$ cat src/rtl/ritc_phase_scan_engine.sv
// ritc_phase_scan_engine: synchronises RITC capture lines and counts ones/edges on one selected line.
module ritc_phase_scan_engine #(
    parameter int NCH           = 3,
    parameter int NBITS         = 12,
    parameter int NCLK          = 3,
    parameter int CNT_WIDTH     = 16,
    parameter int SEL_WIDTH     = 6,
    parameter int SETTLE_CYCLES = 4,
    parameter int NLINES        = NCH*NBITS + NCLK + 1
) (
    input  logic                   user_clk_i,
    input  logic                   user_rst_i,
    input  logic [NCH*NBITS-1:0]   dat_in_i,
    input  logic [NCLK-1:0]        clk_in_i,
    input  logic                   vcdl_in_i,
    input  logic                   scan_start_i,
    input  logic [SEL_WIDTH-1:0]   scan_sel_i,
    input  logic [CNT_WIDTH-1:0]   scan_len_i,
    output logic                   scan_busy_o,
    output logic                   scan_done_o,
    output logic                   scan_err_o,
    output logic [CNT_WIDTH-1:0]   scan_ones_o,
    output logic [CNT_WIDTH-1:0]   scan_edges_o,
    output logic [NLINES-1:0]      lines_q_o
);
    typedef enum logic [1:0] {S_IDLE, S_SETTLE, S_ACCUM, S_DONE} state_t;
    state_t                 r_state;
    logic [NLINES-1:0]      r_sync1, r_sync2;
    logic [SEL_WIDTH-1:0]   r_sel;
    logic [CNT_WIDTH-1:0]   r_len, r_cnt, r_ones, r_edges, r_ones_o, r_edges_o;
    logic                   r_sel_bit, r_prev, r_first, r_busy, r_done, r_err;
    logic [NLINES-1:0]      w_lines;
    logic                   w_sel_bit, w_sel_bad;
    logic [CNT_WIDTH-1:0]   w_ones_nxt, w_edges_nxt;
    assign w_lines     = {vcdl_in_i, clk_in_i, dat_in_i};
    assign w_sel_bit   = (32'(r_sel) < NLINES) && r_sync2[r_sel];
    assign w_sel_bad   = 32'(scan_sel_i) >= NLINES;
    assign w_ones_nxt  = r_ones + CNT_WIDTH'(r_sel_bit);
    // the first accumulated sample has no predecessor inside the window
    assign w_edges_nxt = r_edges + CNT_WIDTH'(!r_first && (r_sel_bit != r_prev));
    always_ff @(posedge user_clk_i) begin
        if (user_rst_i) begin
            r_state   <= S_IDLE;
            r_sync1   <= '0;
            r_sync2   <= '0;
            r_sel     <= '0;
            r_len     <= '0;
            r_cnt     <= '0;
            r_ones    <= '0;
            r_edges   <= '0;
            r_ones_o  <= '0;
            r_edges_o <= '0;
            r_sel_bit <= 1'b0;
            r_prev    <= 1'b0;
            r_first   <= 1'b0;
            r_busy    <= 1'b0;
            r_done    <= 1'b0;
            r_err     <= 1'b0;
        end else begin
            r_sync1   <= w_lines;
            r_sync2   <= r_sync1;
            r_sel_bit <= w_sel_bit;
            case (r_state)
                S_IDLE: if (scan_start_i) begin
                    r_sel   <= scan_sel_i;
                    r_len   <= scan_len_i;
                    r_ones  <= '0;
                    r_edges <= '0;
                    if (w_sel_bad || scan_len_i == '0) begin
                        r_state   <= S_DONE;
                        r_done    <= 1'b1;
                        r_err     <= w_sel_bad;
                        r_ones_o  <= '0;
                        r_edges_o <= '0;
                    end else begin
                        r_state <= S_SETTLE;
                        r_busy  <= 1'b1;
                        r_cnt   <= CNT_WIDTH'(SETTLE_CYCLES - 1);
                    end
                end
                S_SETTLE: begin
                    r_cnt <= r_cnt - 1'b1;
                    if (r_cnt == '0) begin
                        r_state <= S_ACCUM;
                        r_prev  <= r_sel_bit;
                        r_first <= 1'b1;
                        r_cnt   <= r_len - 1'b1;
                    end
                end
                S_ACCUM: begin
                    r_ones  <= w_ones_nxt;
                    r_edges <= w_edges_nxt;
                    r_prev  <= r_sel_bit;
                    r_first <= 1'b0;
                    r_cnt   <= r_cnt - 1'b1;
                    if (r_cnt == '0) begin
                        r_state   <= S_DONE;
                        r_busy    <= 1'b0;
                        r_done    <= 1'b1;
                        r_err     <= 1'b0;
                        r_ones_o  <= w_ones_nxt;
                        r_edges_o <= w_edges_nxt;
                    end
                end
                default: begin
                    r_state <= S_IDLE;
                    r_done  <= 1'b0;
                end
            endcase
        end
    end
    assign scan_busy_o  = r_busy;
    assign scan_done_o  = r_done;
    assign scan_err_o   = r_err;
    assign scan_ones_o  = r_ones_o;
    assign scan_edges_o = r_edges_o;
    assign lines_q_o    = r_sync2;
endmodule
$ cat config.mk
export PLATFORM = sky130hd
export DESIGN_NAME = ritc_phase_scan_engine
export DESIGN_NICKNAME = d
export VERILOG_FILES = /design/src/rtl/ritc_phase_scan_engine.sv
export SDC_FILE = /design/constraint.sdc
export NUM_CORES = 1
export LEC_CHECK = 0
export BUFFER_PORTS_ARGS = -buffer_cell sky130_fd_sc_hd__buf_2
export CAP_MARGIN = 40
export CORE_MARGIN = 1
export CORE_UTILIZATION = 62
export CTS_BUF_LIST = sky130_fd_sc_hd__clkbuf_8
export DETAILED_ROUTE_END_ITERATION = 6
export GPL_TIMING_DRIVEN = 0
export PLACE_DENSITY = 0.87
export SETUP_SLACK_MARGIN = 0.3
export SKIP_LAST_GASP = 1
export SYNTH_ARGS = -nofsm -noshare
export SYNTH_HDL_FRONTEND = slang
export SYNTH_SLANG_ARGS = --single-unit
$ cat constraint.sdc
create_clock -name user_clk_i -period 6.1 [get_ports user_clk_i]
set_input_delay 1.22 -clock user_clk_i [delete_from_list [all_inputs] [get_ports user_clk_i]]
set_output_delay 1.22 -clock user_clk_i [all_outputs]
set_load 0.05 [all_outputs]
# Yosys cells after proc, flatten, opt, wreduce, memory -nomap -nowiden
# Index checks and enable logic that the tools add are counted.
# totals
inputBits	65
mem_bits_ro	0
out_inout_bits	75
reg_bits	190
memories	0
mem_bits_rw	0
latchBits	0
# classes
shifts	0
mul	0
n_mux	34
n_div	0
add_sub_neg	4
n_reduce_logical	18
magnitude_cmp	3
n_eq_ne	8
n_bitwise	1
# op_table
op	n
two-way mux 16 bit	8
case mux 16 bit (2 select lines)	4
case mux 16 bit (3 select lines)	1
adder 16 x 1 -> 16 bit	2
zero test 16 bit	2
subtractor 16 x 1 -> 16 bit (second input constant)	2
AND reduction 4 bit	3
two-way mux 1 bit	10
inequality test 2 bit (second input constant)	5
two-way mux 2 bit	4
case mux 1 bit (2 select lines)	4
< comparator 6 x 7 -> 1 bit (second input constant)	1
binary-select mux 1 bit (select 6 bit)	1
greater-or-equal comparator 6 bit (second input constant)	1
< comparator 6 bit (second input constant)	1
case mux 2 bit (3 select lines)	1
AND reduction 2 bit	3
AND reduction 3 bit	2
nonzero test 2 bit	2
case mux 1 bit (3 select lines)	1
nonzero test 3 bit	1
== test 2 x 1 -> 1 bit (second input constant)	1
== test 2 bit (second input constant)	1
logical AND 1 bit	2
other kinds (5)	5

# Depth between registers and ports, before layout
# logic_depth
ltp_word	5
mapped_depth	10
depth_no_buf	10

# Worst setup path after synthesis
# No wires, ideal clock.
# synth_path
path_kind	in2reg
startpoint	in scan_len_i[8]
endpoint	reg r_ones_o[6], in the netlist scan_ones_o[6]
required_time_ps	5968
n_path_buf	2
stages	8
setup_slack_ps	3349
arrival_time_ps	2619
path_cell_list	nor4_1 > a41oi_1 > o21a_1 > a211o_1 > buf_2 > buf_2 > nand3b_1 > o41ai_2
# synth_between
elab_chain_len	4
# synth_rtl
item	line_no	text
start, declared	18	input logic [CNT_WIDTH-1:0] scan_len_i,
zero test 16 bit	69	if (w_sel_bad || scan_len_i == '0) begin
logical OR 1 bit	69	
inequality test 2 bit (no line)	--	
AND reduction 4 bit (no line)	--	
end signal, assigned	101	r_ones_o <= w_ones_nxt;
end, declared	30	logic [CNT_WIDTH-1:0] r_len, r_cnt, r_ones, r_edges, r_ones_o, r_edges_o;
# No other way between the ends.
# A chain may end at the register's enable or synchronous reset.

# Worst setup path after layout
# layout_path
startpoint	in scan_len_i[3]
endpoint	reg r_ones_o[2], in the netlist scan_ones_o[2]
# The elaborated chain is that of the path after synthesis.

==> results_dict.tcl <==
set metrics [dict create \
    status "finished, violations left" \
    failed_checks "DRC" \
    dpl_worst_slack_ps 2877 \
    p_clk_share_pct 21.9 \
    dr.first_iter.drc_count 562 \
    post-route-min-period_ps 2747 \
    synth_async_sr_flop_share_pct 0 \
    cts_resized 0 \
    htree_levels 4 \
    ir_drop_uv 359.3 \
    synth_cells 914 \
    final_area_um2 9354 \
    post-cts-setup-buffer-count 0 \
    ctsLongestPathBuffers 2 \
    crit_fanout 10 \
    skew_ps 10.79 \
    setup_violations 0 \
    critical-path-slowest-cell "nor4_1" \
    synth_area_leaders "dfxtp_1, nand2_1, nor2b_1" \
    p_sw_uw 1582 \
    area_delta_synth_final_pct 16.30 \
    tritoncts "done" \
    worstSetupStartpointType "input pin" \
    grt_first_pass_wirelength_um 31070 \
    worst_slew_pin_slew_ps 658.7 \
    p_seq_share_pct 37.8 \
    combPwrFrac_pct 40.2 \
    grt_max_degree 21 \
    numCtsBuffers 17 \
    max_freq_ghz 0.3640 \
    die_h_um 115.9 \
    clock_latency_ps 480 \
    synth_flop_cell "dfxtp_1" \
    path_buf_inv 2 \
    switching_share_pct 42.40 \
    cts_root_buf "clkbuf_8" \
    synth_cell_type_count 62 \
    avgSynthCellArea_um2 8.799 \
    finalCritPeriodShare_pct 45.04 \
    placed_area_um2 8949 \
    num_rows 41 \
    syn_nets 990 \
    gp_congestion 0.9246 \
    netlist_area_um2 8043 \
    synth_common_cells "dfxtp_1, nand2_1, a21oi_1, nor2b_1, nor2_1" \
    yosysSeqAreaShare_pct 47.29 \
    antenna_found_initial 0 \
    leakagePower_uw 0.003657 \
    initial_utilization_pct 63.73 \
    slew_headroom_pct 56.09 \
    slowest_delay_ps 360 \
    crit_arrival_ps 3170 \
    hold_path_class "reg -> reg" \
    path_clk_slew_ps 110 \
    power_density_nw_per_um2 398.9 \
    yosysTopAreaCell "dfxtp_1" \
    final-hold-violation-count 0 \
    slew_viol_final 0 \
    drc_errors 1 \
    drt.antenna.violating_nets 0 \
    cts_hold_buf 0 \
    ios 140 \
    synth_seq_cells 190 \
    crit_path_end_kind "register" \
    via_per_inst 5.598 \
    ys_warn_count 0 \
    internal_power_uw 2149 \
    yosysMostFrequentCell "dfxtp_1" \
    clock-sinks 190 \
    cp.required_ps 6520 \
    maxCapViolCount 0 \
    grt.total_usage_pct 30.06 \
    dp_hpwl_um 14220 \
    dr.pass1.iters 7 \
    cp_top_family "compound AO/OA/AOI/OAI gates" \
    n_antenna_cell 0 \
    overflow 0 \
    io_buffers 138 \
    wirelength_um 19410 \
    synth_edf_count 0 \
    rsz0062_at_grt "false" \
    grt_pass1_vias 6431 \
    fill_cells 961 \
    nets 1147 \
    synth_top_cell_area_share_pct 47.29 \
    crit_chain "buf_2, nor4_1, a41oi_1, o21a_1, a211oi_2, buf_2, nand3_1, a21oi_1" \
    setup_tns_ps 0 \
    dieArea_um2 13430 \
    wl_per_cell_um 15.45 \
    crit_path_frequent_cell "buf_2" \
    die_w_um 115.9 \
    crit_type "in -> reg" \
    drive_gt1_share_pct 19.74 \
    core_area_um2 12620 \
    vias 7031 \
    layout_setup_ws_ps 3353 \
]
-- kinds of logic (layout without fill, tap and decap cells) --
group | after synthesis | in the layout | synth area share [%]
adder cells (fa/ha/maj) | 11 | 11 | 1.711
multiplexers | 15 | 15 | 3.423
flip-flops | 190 | 190 | 47.29
XOR/XNOR | 45 | 45 | 4.900
buffers and inverters | 73 | 243 | 3.920
AO/OA/AOI/OAI | 167 | 167 | 12.55
AND/OR/NAND/NOR | 413 | 413 | 26.20
-- flip-flops by register name, indices dropped and copies added (netlist names) --
signal	flops
r_sync1	40
r_first	1
r_sel	6
r_prev	1
r_sel_bit	1
r_len	16
lines_q_o	40
r_state	2
scan_edges_o	16
r_cnt	16
r_ones	16
scan_ones_o	16
scan_err_o	1
scan_done_o	1
r_edges	16
scan_busy_o	1
-- per-layer routing --
metal	GRT usage (%)	share of wire, %	vias up
met5	0	0	-
met4	12.14	2.4	0
met3	8.630	8.2	51
met2	50.04	49	278
met1	36.63	41	3258
li1	-	-	3444
-- power by group through the flow --
stage / Sequential, uW / Clock [uW] / Combinational (uW)
after global routing: 1420 / 878 / 1640
final: 1410 / 818 / 1500
after CTS: 1410 / 822 / 1480
after floorplan: 1470 / 0 / 1050
after detailed placement: 1440 / 0 / 1470
after global placement: 1430 / 0 / 1440
-- worst reg2reg max path, cell delays in order, from the launching register on --
cell	delay (ps)
dfxtp_1	390
inv_1	80
ha_1	190
clkbuf_1	190
nor2b_1	240
nor2_1	180
clkbuf_1	410
clkbuf_1	470
nand2_1	110
a21oi_1	170
-- cell type report --
| type | count | area [um^2] | area share [%] |
|---|---|---|---|
| clock inverter | 15 | 171.4 | 1.833 |
| tap | 172 | 215.2 | 2.301 |
| multi-input combinational | 651 | 3924 | 41.95 |
| clock buffer | 17 | 234.0 | 2.501 |
| sequential | 190 | 3804 | 40.66 |
| inverter | 17 | 63.81 | 0.6822 |
| timing repair buffer | 138 | 690.7 | 7.384 |
| buffer | 56 | 251.5 | 2.689 |
-- path summary, 6_finish.rpt --
| path | cells after the start | start | slack (ps) | endpoint |
|---|---|---|---|---|
| max reg2reg | 9 | r_state[0]$_SDFFE_PP0P_ | 3600 | r_ones[5]$_SDFFE_PP0P_ |
| min reg2reg | 1 | r_sync1[5]$_SDFF_PP0_ | 440 | lines_q_o[5]$_SDFF_PP0_ |
| max | 8 | scan_len_i[3] | 3350 | scan_ones_o[2]$_SDFFE_PP0P_ |
| min | 1 | r_sync1[5]$_SDFF_PP0_ | 440 | lines_q_o[5]$_SDFF_PP0_ |
-- cells in the final DEF, fill, tap and decap left out, drive strengths merged, types with 8 or more instances in the layout --
master	n
xor2	8
a21oi	95
a22o	14
nor4	19
buf	155
ha	11
xnor2	37
nor2	57
inv	23
o21ai	23
nor3	22
mux4	10
dfxtp	190
nor2b	84
nand3	32
nand2	162
clkbuf	56
clkinv	8
-- through the flow --
| step | total power (uW) | util (%) | hold WS (ps) | std cells |
|---|---|---|---|---|
| 6_report | 3732 | 74.12 | 436.0 | 1256 |
| 2_1_floorplan | 2528 | - | 413.8 | 914 |
| 5_1_grt | 3945 | 74.12 | 460.6 | 1256 |
| 4_1_cts | 3713 | 74.12 | 438.0 | 1256 |
| 3_3_place_gp | 2870 | 70.91 | 415.1 | 1224 |
| 3_5_place_dp | 2906 | 70.91 | 421.2 | 1224 |
Power figures use the tool's default switching activity.
